## src/rtl/score_keeper_pkg.sv

```systemverilog
// Shared types and defaults for the Pong match-state controller.
package score_keeper_pkg;

    typedef enum logic [1:0] {
        ST_PAUSE = 2'd0,
        ST_PLAY  = 2'd1,
        ST_OVER  = 2'd2
    } state_t;

    localparam int SCORE_W                = 3;
    localparam int DEF_WIN_SCORE          = 7;
    localparam int DEF_SERVE_DELAY_FRAMES = 60;
    localparam int DEF_BLINK_FRAMES       = 15;

    function automatic logic [SCORE_W-1:0] score_inc(input logic [SCORE_W-1:0] s);
        return s + SCORE_W'(1);
    endfunction

endpackage

```

## src/rtl/score_keeper_frame_counter.sv

```systemverilog
// frame_counter: counts tick pulses up to LIMIT, clears synchronously,
// and flags the tick that completes the count (count wraps to 0 there).
module frame_counter #(
    parameter int LIMIT = 60
) (
    input  logic clk,
    input  logic rst,
    input  logic clr,
    input  logic tick,
    output logic done
);

    localparam int W = $clog2(LIMIT + 1);

    logic [W-1:0] count;
    logic         at_limit;

    assign at_limit = (count == W'(LIMIT - 1));
    assign done     = tick && !clr && at_limit;

    always_ff @(posedge clk) begin
        if (rst || clr)
            count <= '0;
        else if (tick)
            count <= at_limit ? '0 : count + W'(1);
    end

endmodule

```

## src/rtl/score_keeper.sv

```systemverilog
// Pong match-state controller: scores, serve delay, game over and winner flags.
// Optional winner-digit blink in OVER is enabled by defining SCORE_BLINK_EN.
module score_keeper
    import score_keeper_pkg::*;
#(
    parameter int WIN_SCORE          = DEF_WIN_SCORE,
    parameter int SERVE_DELAY_FRAMES = DEF_SERVE_DELAY_FRAMES
`ifdef SCORE_BLINK_EN
    ,parameter int BLINK_FRAMES      = DEF_BLINK_FRAMES
`endif
) (
    input  logic               clk,
    input  logic               rst,
    input  logic               frame_tick,
    input  logic               goal_left,
    input  logic               goal_right,
    input  logic               new_game,
    output logic [SCORE_W-1:0] score_left,
    output logic [SCORE_W-1:0] score_right,
    output logic               ball_freeze,
    output logic               serve,
    output logic               serve_dir,
    output logic               game_over,
    output logic               winner,
    output logic               show_left,
    output logic               show_right
);

    localparam logic [SCORE_W-1:0] WIN = SCORE_W'(WIN_SCORE);

    state_t             state;
    logic               serve_done;
    logic [SCORE_W-1:0] left_inc;
    logic [SCORE_W-1:0] right_inc;

    assign left_inc  = score_inc(score_left);
    assign right_inc = score_inc(score_right);

    // Only counts in PAUSE; a tick landing with new_game is dropped by the clear.
    frame_counter #(.LIMIT(SERVE_DELAY_FRAMES)) u_serve_delay (
        .clk  (clk),
        .rst  (rst),
        .clr  (new_game || state != ST_PAUSE),
        .tick (frame_tick && state == ST_PAUSE),
        .done (serve_done)
    );

    always_ff @(posedge clk) begin
        if (rst) begin
            state       <= ST_PAUSE;
            score_left  <= '0;
            score_right <= '0;
            serve_dir   <= 1'b0;
            serve       <= 1'b0;
            ball_freeze <= 1'b1;
            game_over   <= 1'b0;
            winner      <= 1'b0;
        end else if (new_game) begin
            state       <= ST_PAUSE;
            score_left  <= '0;
            score_right <= '0;
            serve       <= 1'b0;
            ball_freeze <= 1'b1;
            game_over   <= 1'b0;
            winner      <= 1'b0;
        end else begin
            serve <= 1'b0;
            case (state)
                ST_PAUSE: begin
                    ball_freeze <= 1'b1;
                    if (serve_done) begin
                        serve       <= 1'b1;
                        ball_freeze <= 1'b0;
                        state       <= ST_PLAY;
                    end
                end
                ST_PLAY: begin
                    // Serve goes toward the player who just conceded.
                    if (goal_left && goal_right) begin
                        state       <= ST_PAUSE;
                        ball_freeze <= 1'b1;
                    end else if (goal_left) begin
                        score_right <= right_inc;
                        serve_dir   <= 1'b0;
                        ball_freeze <= 1'b1;
                        if (right_inc == WIN) begin
                            state     <= ST_OVER;
                            game_over <= 1'b1;
                            winner    <= 1'b1;
                        end else begin
                            state <= ST_PAUSE;
                        end
                    end else if (goal_right) begin
                        score_left  <= left_inc;
                        serve_dir   <= 1'b1;
                        ball_freeze <= 1'b1;
                        if (left_inc == WIN) begin
                            state     <= ST_OVER;
                            game_over <= 1'b1;
                            winner    <= 1'b0;
                        end else begin
                            state <= ST_PAUSE;
                        end
                    end
                end
                ST_OVER: begin
                    ball_freeze <= 1'b1;
                    game_over   <= 1'b1;
                end
                default: begin
                    state       <= ST_PAUSE;
                    ball_freeze <= 1'b1;
                end
            endcase
        end
    end

`ifdef SCORE_BLINK_EN
    logic blink_done;

    frame_counter #(.LIMIT(BLINK_FRAMES)) u_blink (
        .clk  (clk),
        .rst  (rst),
        .clr  (new_game || state != ST_OVER),
        .tick (frame_tick && state == ST_OVER),
        .done (blink_done)
    );

    // Held high outside OVER so the blink always starts lit.
    always_ff @(posedge clk) begin
        if (rst || new_game || state != ST_OVER) begin
            show_left  <= 1'b1;
            show_right <= 1'b1;
        end else if (blink_done) begin
            if (winner)
                show_right <= ~show_right;
            else
                show_left  <= ~show_left;
        end
    end
`else
    assign show_left  = 1'b1;
    assign show_right = 1'b1;
`endif

endmodule

```

## config.mk

```make
export PLATFORM = sky130hd
export DESIGN_NAME = score_keeper
export DESIGN_NICKNAME = d
export VERILOG_FILES = /design/src/rtl/score_keeper_pkg.sv /design/src/rtl/score_keeper_frame_counter.sv /design/src/rtl/score_keeper.sv
export SDC_FILE = /design/constraint.sdc
export NUM_CORES = 1
export LEC_CHECK = 0
export BUFFER_PORTS_ARGS = -buffer_cell sky130_fd_sc_hd__clkbuf_2
export CAP_MARGIN = 20
export CORE_MARGIN = 8
export CORE_UTILIZATION = 45
export CTS_CLUSTER_DIAMETER = 50
export CTS_CLUSTER_SIZE = 20
export DETAILED_ROUTE_END_ITERATION = 8
export PLACE_DENSITY = 0.67
export REMOVE_ABC_BUFFERS = 1
export SLEW_MARGIN = 20
export SYNTH_ARGS = -nofsm -noshare
export SYNTH_HDL_FRONTEND = slang
export SYNTH_SLANG_ARGS = --single-unit
```

## constraint.sdc

```tcl
create_clock -name clk -period 5.3 [get_ports clk]
set_input_delay 1.325 -clock clk [delete_from_list [all_inputs] [get_ports clk]]
set_output_delay 1.325 -clock clk [all_outputs]
set_load 0.01 [all_outputs]
```

==> summary.txt <==
Floorplan
  • Die Area: 0.00396 sq mm
  • Die W: 62.9 um
  • FP Rows: 17
  • Core Area: 0.00215 sq mm
  • Die height: 62.9 um
  • IO Pins: 19
  • Initial core utilization: 46.1%

Place
  • Port bufs: 16
  • Final RePlAce weighted congestion: 0.793
  • Final HPWL DP: 1480 um
  • Pre-CTS worst setup slack: 2.41 ns
  • Cell count after placement: 149

Cells and area
  • Non-Filler Instances: 153
  • Synth-to-layout area growth: 11.9%
  • Share of layout cells above drive strength 1: 18.4%
  • NumNets Final: 140
  • Diode count: 0

Power and ir drop
  • VDD IR max: 117 uV
  • Clock power frac: 31.9%
  • Sw Share: 22.8%
  • Total Power: 229 uW
  • PwrDens: 207 mW/mm^2
  • Int Power: 177 uW
  • Sw Pwr: 52.1 uW
  • Power share of the combinational group: 5.4%
  • Leakage Power: 0.429 nW
  • Sequential Power Share: 62.8%

STA
  • Final Hold Slack: 0.495 ns
  • Unrepaired setup endpoints after global routing: no
  • Final-report hold violation count: 0
  • Final setup vio count: 0
  • Minimum clock period: 2.61 ns
  • Setup ws final: 2.69 ns
  • FMAX: 383 MHz
  • TNS Setup: 0 ns
  • Worst Clk Skew: 0.00369 ns
  • Tcrit/Tclk final: 49.3%
  • Max-slew violation count: 0

Setup path
  • Worst Path Required: 5.52 ns
  • Kind of end point of the critical path: register
  • CP max stage delay: 0.50 ns
  • Crit start category: input port
  • Cells along the critical path: clkbuf_2, ha_1, or3b_1, or4_1, a21oi_1
  • Slowest cell on the critical path: or4_1
  • Crit path max fanout: 9
  • WP data arrival: 2.84 ns
  • Buffers and inverters on the worst path: 1
  • Setup CP Type: input port to register
  • CP top delay family: simple AND/OR/NAND/NOR gates

Min path
  • HP Class: register to register

Clock tree
  • TritonCTS sink count: 19
  • Clk_lat worst skew: 0.29 ns
  • Setup bufs post-CTS: 0
  • H-tree levels: 1
  • Root buf cell: clkbuf_4
  • Maximum clock path buffer count: 2
  • CTS Hold Bufs: 0
  • Clk pin slew, worst setup/hold paths: 0.11 ns
  • CTS resizes: 0
  • TritonCTS clock tree: yes
  • Number of CTS-inserted buffers: 3

Routing
  • Vias: 819
  • Final ANT Viol Nets: 0
  • WL per Instance: 12.8 um
  • First-pass iteration count of the detailed router: 5
  • Final WL: 1960 um
  • Via-to-Cell Ratio: 5.35
  • Residual DRC: 0
  • 1st-iter DRT viols: 20

Logic synthesis
  • Top cell type's share of synthesized area: 38.4%
  • Syn avg cell area: 9.08 sq um
  • Post-synthesis sequential area ratio: 38.4%
  • Seq cells post-synth: 19
  • Cell taking the most area after synthesis: dfxtp_1
  • Post-synth cell types: 38
  • EDFF count, synth: 0
  • Synth Flop Type: dfxtp_1
  • Post-synthesis instance total: 109
  • Synth warn: 0
  • Area contributors post-synth: dfxtp_1 (38%), ha_1 (10%), a21oi_1 (3.5%)
  • Synthesized area: 990 sq um
  • Async set or reset register ratio after synthesis: 0%

Global routing
  • Final global-route overflow total: 0
  • GRT Resource Usage Total: 10.1%
  • First-pass GRT wire length: 3400 um
  • Largest net degree at the start of global routing: 11
  • Antenna violations before repair: 0
  • Vias in the first global route: 792

Job
  • Maxcap violations: 0

Status
  • Outcome: complete, no violations
## cell type report
| class | count | area [sq um] |
|---|---|---|
| Sequential cell | 19 | 380 |
| Clock buffer | 4 | 26.3 |
| Multi-Input combinational cell | 79 | 559 |
| Inverter | 7 | 26.3 |
| Fill cell | 214 | 1040 |
| Timing Repair Buffer | 16 | 80.1 |
| Tap cell | 28 | 35.0 |
## cell families after synthesis
| family | share of synthesized area (%) |
|---|---|
| buffers and inverters | 5.44 |
| other | 0.379 |
| adder cells (fa/ha/maj) | 10.1 |
| AO/OA/AOI/OAI | 15.4 |
| flip-flops | 38.4 |
| AND/OR/NAND/NOR | 24.8 |
| multiplexers | 1.01 |
| XOR/XNOR | 4.43 |
## cells in the final DEF (no fill, tap or decap), drive strengths merged, types with 2 or more instances in the layout
| master | synthesis | final |
|---|---|---|
| a211oi | 2 | 2 |
| nor2 | 8 | 8 |
| nand4b | 2 | 2 |
| inv | 7 | 7 |
| dfxtp | 19 | 19 |
| o21ai | 6 | 6 |
| xnor2 | 2 | 2 |
| ha | 8 | 8 |
| nor3b | 2 | 2 |
| or3 | 2 | 2 |
| clkbuf | 3 | 20 |
| nand2 | 5 | 5 |
| conb | 1 | 2 |
| a311oi | 2 | 2 |
| or2 | 4 | 4 |
| a21oi | 7 | 7 |
| xor2 | 3 | 3 |
| o31ai | 3 | 3 |
| and3b | 2 | 2 |
| or4 | 4 | 4 |
| nor2b | 2 | 2 |
## worst min-delay path, cell delays in order (launching register included)
cell     delay (ns)
dfxtp_1        0.34
o31ai_1        0.06
a21oi_1        0.06
## sequential cells by signal, indices dropped and copies added, names as in the netlist
name	cells
score_right	3
score_left	3
state	2
winner	1
serve	1
game_over	1
serve_dir	1
u_serve_delay.count	6
ball_freeze	1
## power by group through the flow
| stage | Sequential, mW | Combinational [mW] | Clock [mW] |
|---|---|---|---|
| 6_report | 0.144 | 0.0123 | 0.0729 |
| 5_1_grt | 0.144 | 0.0139 | 0.0820 |
| 4_1_cts | 0.144 | 0.0122 | 0.0755 |
| 3_5_place_dp | 0.147 | 0.0121 | 0 |
| 3_3_place_gp | 0.147 | 0.0118 | 0 |
| 2_1_floorplan | 0.147 | 0.00680 | 0 |
## path summary, 6_finish.rpt
| check | slack (ns) | endpoint | cells after the start | from |
|---|---|---|---|---|
| worst min register to register | 0.50 | serve_dir | 2 | serve_dir |
| worst max-delay path | 2.69 | score_left[2] | 5 | goal_left |
| worst min-delay path | 0.50 | serve_dir | 2 | serve_dir |
| worst max register to register | 3.63 | score_left[2] | 3 | state[0] |
## per-stage QoR
| step | util [%] | area, sq um |
|---|---|---|
| finish | 51.5 | 1110 |
| global route | 51.5 | 1110 |
| CTS | 51.5 | 1110 |
| detailed placement | 50.3 | 1080 |
| global placement | 50.3 | 1080 |
| floorplan | - | 966 |
## synthesized netlist by cell type, types with 2 or more instances
library cell / count
ha_1: 8
buf_4: 2
clkbuf_1: 2
o21ai_0: 4
a21oi_1: 7
nand4b_1: 2
nor2_1: 8
or3_1: 2
or4_1: 4
o31ai_1: 3
o21ai_1: 2
a211oi_1: 2
nand2_1: 5
xor2_1: 3
dfxtp_1: 19
a311oi_1: 2
inv_1: 7
or2_1: 4
and3b_2: 2
nor2b_1: 2
xnor2_1: 2
## per-layer routing
layer | routed length, um | GRT usage, % | vias to the layer above
met4 | 10 | 2.85 | 0
met2 | 789 | 14.3 | 18
li1 | - | - | 418
met3 | 103 | 3.76 | 2
met1 | 1050 | 13.6 | 381
met5 | 0 | 0 | -
No activity file was read; power rests on OpenSTA's default activity.
